`src/rtl/writeback_unit.sv`:
```
// writeback_unit: merges ALU and load results into one register-file write port with a busy scoreboard
module writeback_unit #(
    parameter int FIFO_DEPTH = 2
) (
    input  logic        clk,
    input  logic        rst_n,
    input  logic        issueValid_i,
    input  logic [4:0]  issueRd_i,
    input  logic        aluValid_i,
    input  logic [4:0]  aluRd_i,
    input  logic [31:0] aluVal_i,
    output logic        aluReady_o,
    input  logic        memValid_i,
    input  logic [4:0]  memRd_i,
    input  logic [31:0] memVal_i,
    output logic        memReady_o,
    output logic [4:0]  rdNum_o,
    output logic [31:0] rdVal_o,
    output logic        regWrite_o,
    output logic [31:0] busy_o
);
    localparam int PW = (FIFO_DEPTH > 2) ? 2 : 1;
    localparam int CW = $clog2(FIFO_DEPTH + 1);

    logic [1:0]  in_valid, ready, push, pop, not_empty;
    logic [36:0] in_data [2];
    logic [36:0] head [2];
    logic [36:0] g_data;
    logic        grant, rr_mem;
    logic [31:0] set_mask, clr_mask;

    assign in_valid   = {memValid_i, aluValid_i};
    assign in_data[0] = {aluRd_i, aluVal_i};
    assign in_data[1] = {memRd_i, memVal_i};
    assign aluReady_o = ready[0];
    assign memReady_o = ready[1];

    // index 0 is the ALU queue, index 1 the load queue
    for (genvar s = 0; s < 2; s++) begin : g_fifo
        logic [36:0]   store [FIFO_DEPTH];
        logic [PW-1:0] wp, rp;
        logic [CW-1:0] cnt;
        assign ready[s]     = cnt < CW'(FIFO_DEPTH);
        assign not_empty[s] = cnt != '0;
        assign push[s]      = in_valid[s] & ready[s];
        assign head[s]      = store[rp];
        // payload storage; occupancy gates every read so no reset is needed
        always_ff @(posedge clk) begin
            if (push[s]) store[wp] <= in_data[s];
        end
        // pointers wrap at the depth; the counter tells full from empty
        always_ff @(posedge clk) begin
            if (!rst_n) begin
                wp  <= '0;
                rp  <= '0;
                cnt <= '0;
            end else begin
                if (push[s]) wp <= (wp == PW'(FIFO_DEPTH - 1)) ? '0 : wp + 1'b1;
                if (pop[s]) rp <= (rp == PW'(FIFO_DEPTH - 1)) ? '0 : rp + 1'b1;
                cnt <= cnt + CW'(push[s]) - CW'(pop[s]);
            end
        end
    end

    // one head per cycle; the round-robin pointer only decides when both queues hold data
    always_comb begin
        pop[1]   = not_empty[1] & (~not_empty[0] | rr_mem);
        pop[0]   = not_empty[0] & (~not_empty[1] | ~rr_mem);
        grant    = |pop;
        g_data   = pop[1] ? head[1] : head[0];
        set_mask = (issueValid_i && issueRd_i != 5'd0) ? 32'd1 << issueRd_i : 32'd0;
        clr_mask = (grant && g_data[36:32] != 5'd0) ? 32'd1 << g_data[36:32] : 32'd0;
    end

    // pointer flips only on contended cycles and favours the load side out of reset
    always_ff @(posedge clk) begin
        if (!rst_n) rr_mem <= 1'b1;
        else if (&not_empty) rr_mem <= ~rr_mem;
    end

    // register-file write port; x0 results take a grant but never write
    always_ff @(posedge clk) begin
        if (!rst_n) begin
            regWrite_o <= 1'b0;
            rdNum_o    <= '0;
            rdVal_o    <= '0;
        end else begin
            regWrite_o <= grant && g_data[36:32] != 5'd0;
            if (grant) begin
                rdNum_o <= g_data[36:32];
                rdVal_o <= g_data[31:0];
            end
        end
    end

    // scoreboard: a new issue beats a same-edge retirement of that register
    always_ff @(posedge clk) begin
        if (!rst_n) busy_o <= '0;
        else busy_o <= ((busy_o & ~clr_mask) | set_mask) & ~32'd1;
    end
endmodule

```
`config.mk`:
```
export PLATFORM = sky130hd
export DESIGN_NAME = writeback_unit
export DESIGN_NICKNAME = d
export VERILOG_FILES = /design/src/rtl/writeback_unit.sv
export SDC_FILE = /design/constraint.sdc
export NUM_CORES = 1
export LEC_CHECK = 0
export BUFFER_PORTS_ARGS = -buffer_cell sky130_fd_sc_hd__buf_2
export CELL_PAD_IN_SITES_DETAIL_PLACEMENT = 0
export CELL_PAD_IN_SITES_GLOBAL_PLACEMENT = 1
export CORE_MARGIN = 3
export CORE_UTILIZATION = 35
export DETAILED_ROUTE_END_ITERATION = 16
export PLACE_DENSITY = 0.64
export RECOVER_POWER = 100
export SLEW_MARGIN = 20
export SYNTH_ARGS = -nofsm -noshare
export SYNTH_HDL_FRONTEND = slang
export SYNTH_SLANG_ARGS = --single-unit
```
`constraint.sdc`:
```
create_clock -name clk -period 5.35 [get_ports clk]
set_input_delay 0.8025 -clock clk [delete_from_list [all_inputs] [get_ports clk]]
set_output_delay 0.8025 -clock clk [all_outputs]
set_load 0.1 [all_outputs]
```
==> flow_summary.ini <==
[outcome]
run_status = finished, violations left
failed_checks = capacitance limit, slew limit

[layout]
layoutNonFillerInstCount = 1247
layout_common_cells = sky130_fd_sc_hd__edfxtp_1, sky130_fd_sc_hd__clkbuf_1, sky130_fd_sc_hd__nand2_1
n_antenna_cell = 0
mostFrequentLayoutCell = sky130_fd_sc_hd__edfxtp_1
layout-drive-gt1-share_pct = 13.4
layout-area-overhead-vs-synth_pct = 19.0
final_nets = 980

[sta]
totalNegativeSetupSlack_ns = 0
hold_ws_ns = 0.452
timing.max_slew.rel_slack_pct = -87.2
fmax_mhz = 269
final_max_slew_viol_count = 265
tightestPinTransition_ns = 2.81
setup_viol = 0
min_period_over_period_pct = 69.5
skew_ns = 0.0197
period_minus_slack_ns = 3.72
grt_setup_unrepaired = no
post-route-worst-setup-slack_ns = 1.63
timing_hold_violations_final = 0

[die]
core_mm2 = 0.0262
dieHeight_um = 170
io_pins = 156
floorplan.initialDensity_pct = 35.8
dieWidth_um = 170
die_area_mm2 = 0.0288
placement_rows = 59

[drt]
ant_nets = 0
post-route-drc-count = 0
drt-pass1-iter-count = 7
vias = 6444
postRouteWirelength_um = 24300
post_drt_via_cell_ratio = 5.17
initialDrtViolationCount = 447
wire_length_per_cell_after_detailed_routing_um = 19.5

[critical_path]
critical_path_arrival_ns = 4.09
critical_path_required_ns = 5.72
critical_path_endpoint_category = flop
r2r_setup_slack_ns = 1.63
setup.worst_path.start_class = flop
timing.setup.critical_path_class = reg -> reg
worstPathMaxFanout = 47

[logic_synthesis]
cell_accounting_for_the_most_synthesized_area = sky130_fd_sc_hd__edfxtp_1
synth-main-ff-cell = sky130_fd_sc_hd__edfxtp_1
postSynthAreaPerCell_um2 = 12.6
yosys.cell_types.count = 51
syn_area_mm2 = 0.00939
synth_warnings = 0
synthesis.instances = 745
async_reset_ff_share_pct = 0
netlist_top_cells_area = sky130_fd_sc_hd__edfxtp_1, sky130_fd_sc_hd__dfxtp_1, sky130_fd_sc_hd__mux2_2
synth_seq_area_share_pct = 64.4
postSynthNetCount = 833
synth_top_area_share_pct = 47.3
synth-edff-count = 148
synth-seq-cells = 228

[global_route]
grt_first_pass_wirelength_um = 37000
gr-usage-all-layers_pct = 16.6
initial_antenna_violation_count = 3
grt_start_max_net_pins = 51
globalRoute.totalOverflow = 0
vias_in_the_first_global_route = 6459

[cts]
cts_tree = yes
clk_latency_worst_skew_pair_ns = 0.54
buffer_type_at_the_clock_tree_root = sky130_fd_sc_hd__clkbuf_16
max-clock-path-buffers = 3
cts_resized = 0
cts_num_sinks = 228
cts_max_level = 1
postCtsSetupRepairBufs = 0
cts_buffers = 26
cts.clk_slew.worst_paths_ns = 0.06
cts_hold_buffers = 0

[power]
vdd_drop_max_v = 0.000439
power-per-cell-area_mw_per_mm2 = 661
power.leakage_nw = 3.73

[placed_design]
place.port_buffers = 154
hpwlAfterDp_um = 15800
routabilityCongestion = 0.743
pre_cts_ws_ns = 2.42
place.detailed.instances = 1198

[run]
timing.max_cap.violations = 7

[hold_path]
min_path_type = in -> reg
-- cell usage after synthesis (2+ instances only) --
| cell | n |
|---|---|
| sky130_fd_sc_hd__nand2_1 | 89 |
| sky130_fd_sc_hd__nor4_2 | 2 |
| sky130_fd_sc_hd__ha_1 | 4 |
| sky130_fd_sc_hd__o21bai_1 | 24 |
| sky130_fd_sc_hd__o21ai_0 | 7 |
| sky130_fd_sc_hd__nor3b_1 | 3 |
| sky130_fd_sc_hd__dfxtp_1 | 80 |
| sky130_fd_sc_hd__a222oi_1 | 8 |
| sky130_fd_sc_hd__clkbuf_1 | 20 |
| sky130_fd_sc_hd__nor2_1 | 45 |
| sky130_fd_sc_hd__o22ai_1 | 26 |
| sky130_fd_sc_hd__nand3_1 | 6 |
| sky130_fd_sc_hd__inv_1 | 8 |
| sky130_fd_sc_hd__buf_2 | 19 |
| sky130_fd_sc_hd__buf_6 | 2 |
| sky130_fd_sc_hd__o21a_1 | 2 |
| sky130_fd_sc_hd__nor2b_1 | 12 |
| sky130_fd_sc_hd__a211oi_1 | 13 |
| sky130_fd_sc_hd__nor4bb_1 | 6 |
| sky130_fd_sc_hd__buf_4 | 2 |
| sky130_fd_sc_hd__mux2_2 | 36 |
| sky130_fd_sc_hd__o211ai_1 | 36 |
| sky130_fd_sc_hd__and4b_1 | 3 |
| sky130_fd_sc_hd__a21oi_1 | 46 |
| sky130_fd_sc_hd__nor3_1 | 6 |
| sky130_fd_sc_hd__mux2i_1 | 39 |
| sky130_fd_sc_hd__edfxtp_1 | 148 |
| sky130_fd_sc_hd__xnor2_1 | 8 |
| sky130_fd_sc_hd__a2111oi_0 | 2 |
| sky130_fd_sc_hd__nor4_1 | 6 |
| sky130_fd_sc_hd__nand4_1 | 5 |
| sky130_fd_sc_hd__and2_1 | 9 |
| sky130_fd_sc_hd__nor4b_1 | 5 |
-- final cells by class --
type / count / area [µm²]
sequential: 228 / 6050
clock inverter: 11 / 141
tap: 335 / 419
multi-input combinational: 463 / 3090
timing repair buffer: 164 / 681
clock buffer: 37 / 762
inverter: 9 / 33.8
fill: 2516 / 15000
-- critical path: stages, from the launching register on --
cell and delay [ns]:
sky130_fd_sc_hd__dfxtp_1 0.37, sky130_fd_sc_hd__nor2_4 0.11, sky130_fd_sc_hd__clkbuf_1 1.67, sky130_fd_sc_hd__o211ai_1 0.31, sky130_fd_sc_hd__a21oi_1 0.87, sky130_fd_sc_hd__o211ai_1 0.21
-- per-stage QoR --
stage / area (µm²) / power, mW / utilization, %
after floorplan: 9390 / 4.94 / -
after global placement: 10500 / 5.63 / 39.9
after detailed placement: 10500 / 5.64 / 39.9
after CTS: 11400 / 7.49 / 43.3
after global routing: 11200 / 7.75 / 42.7
final: 11200 / 7.39 / 42.7
-- flip-flops by register name, indices dropped and copies added (netlist names), named ones only --
name	flops
g_fifo.rp	2
g_fifo.wp	2
rdNum_o	5
rdVal_o	32
busy_o	31
rr_mem	1
regWrite_o	1
g_fifo.store	148
g_fifo.cnt	4
-- report_power, final --
part	total, mW	internal (mW)	switching (mW)
combinational	3.06	0.688	2.37
sequential	2.48	2.27	0.216
clock	1.84	1.13	0.708
-- metal layers --
layer / part of all wire, % / wire length [µm] / track usage (%)
met1: 45 / 10900 / 22.1
met2: 46 / 11200 / 27.0
met3: 6.4 / 1560 / 3.86
met4: 2.7 / 659 / 4.91
met5: 0.16 / 38 / 0
-- worst paths after layout --
path,startpoint,endpoint,cells past startpoint
hold / removal,aluVal_i[13],g_fifo[0].store[1][13],1
setup / recovery,g_fifo[1].cnt[0],busy_o[11],5
setup reg to reg,g_fifo[1].cnt[0],busy_o[11],5
hold reg to reg,rdVal_o[29],rdVal_o[29],2
-- logic make-up (layout without fill, tap and decap cells) --
group / count (synthesis) / after routing / share of synthesized area [%]
other cells: 1 / 1 / 0.0399
fa+ha+maj: 4 / 4 / 0.533
flops: 228 / 228 / 64.4
compound gates: 170 / 170 / 12.2
simple gates: 205 / 205 / 10.9
mux: 75 / 75 / 8.47
buf+inv: 54 / 221 / 2.77
xor+xnor: 8 / 8 / 0.746
(Power assumes the default switching activity.)
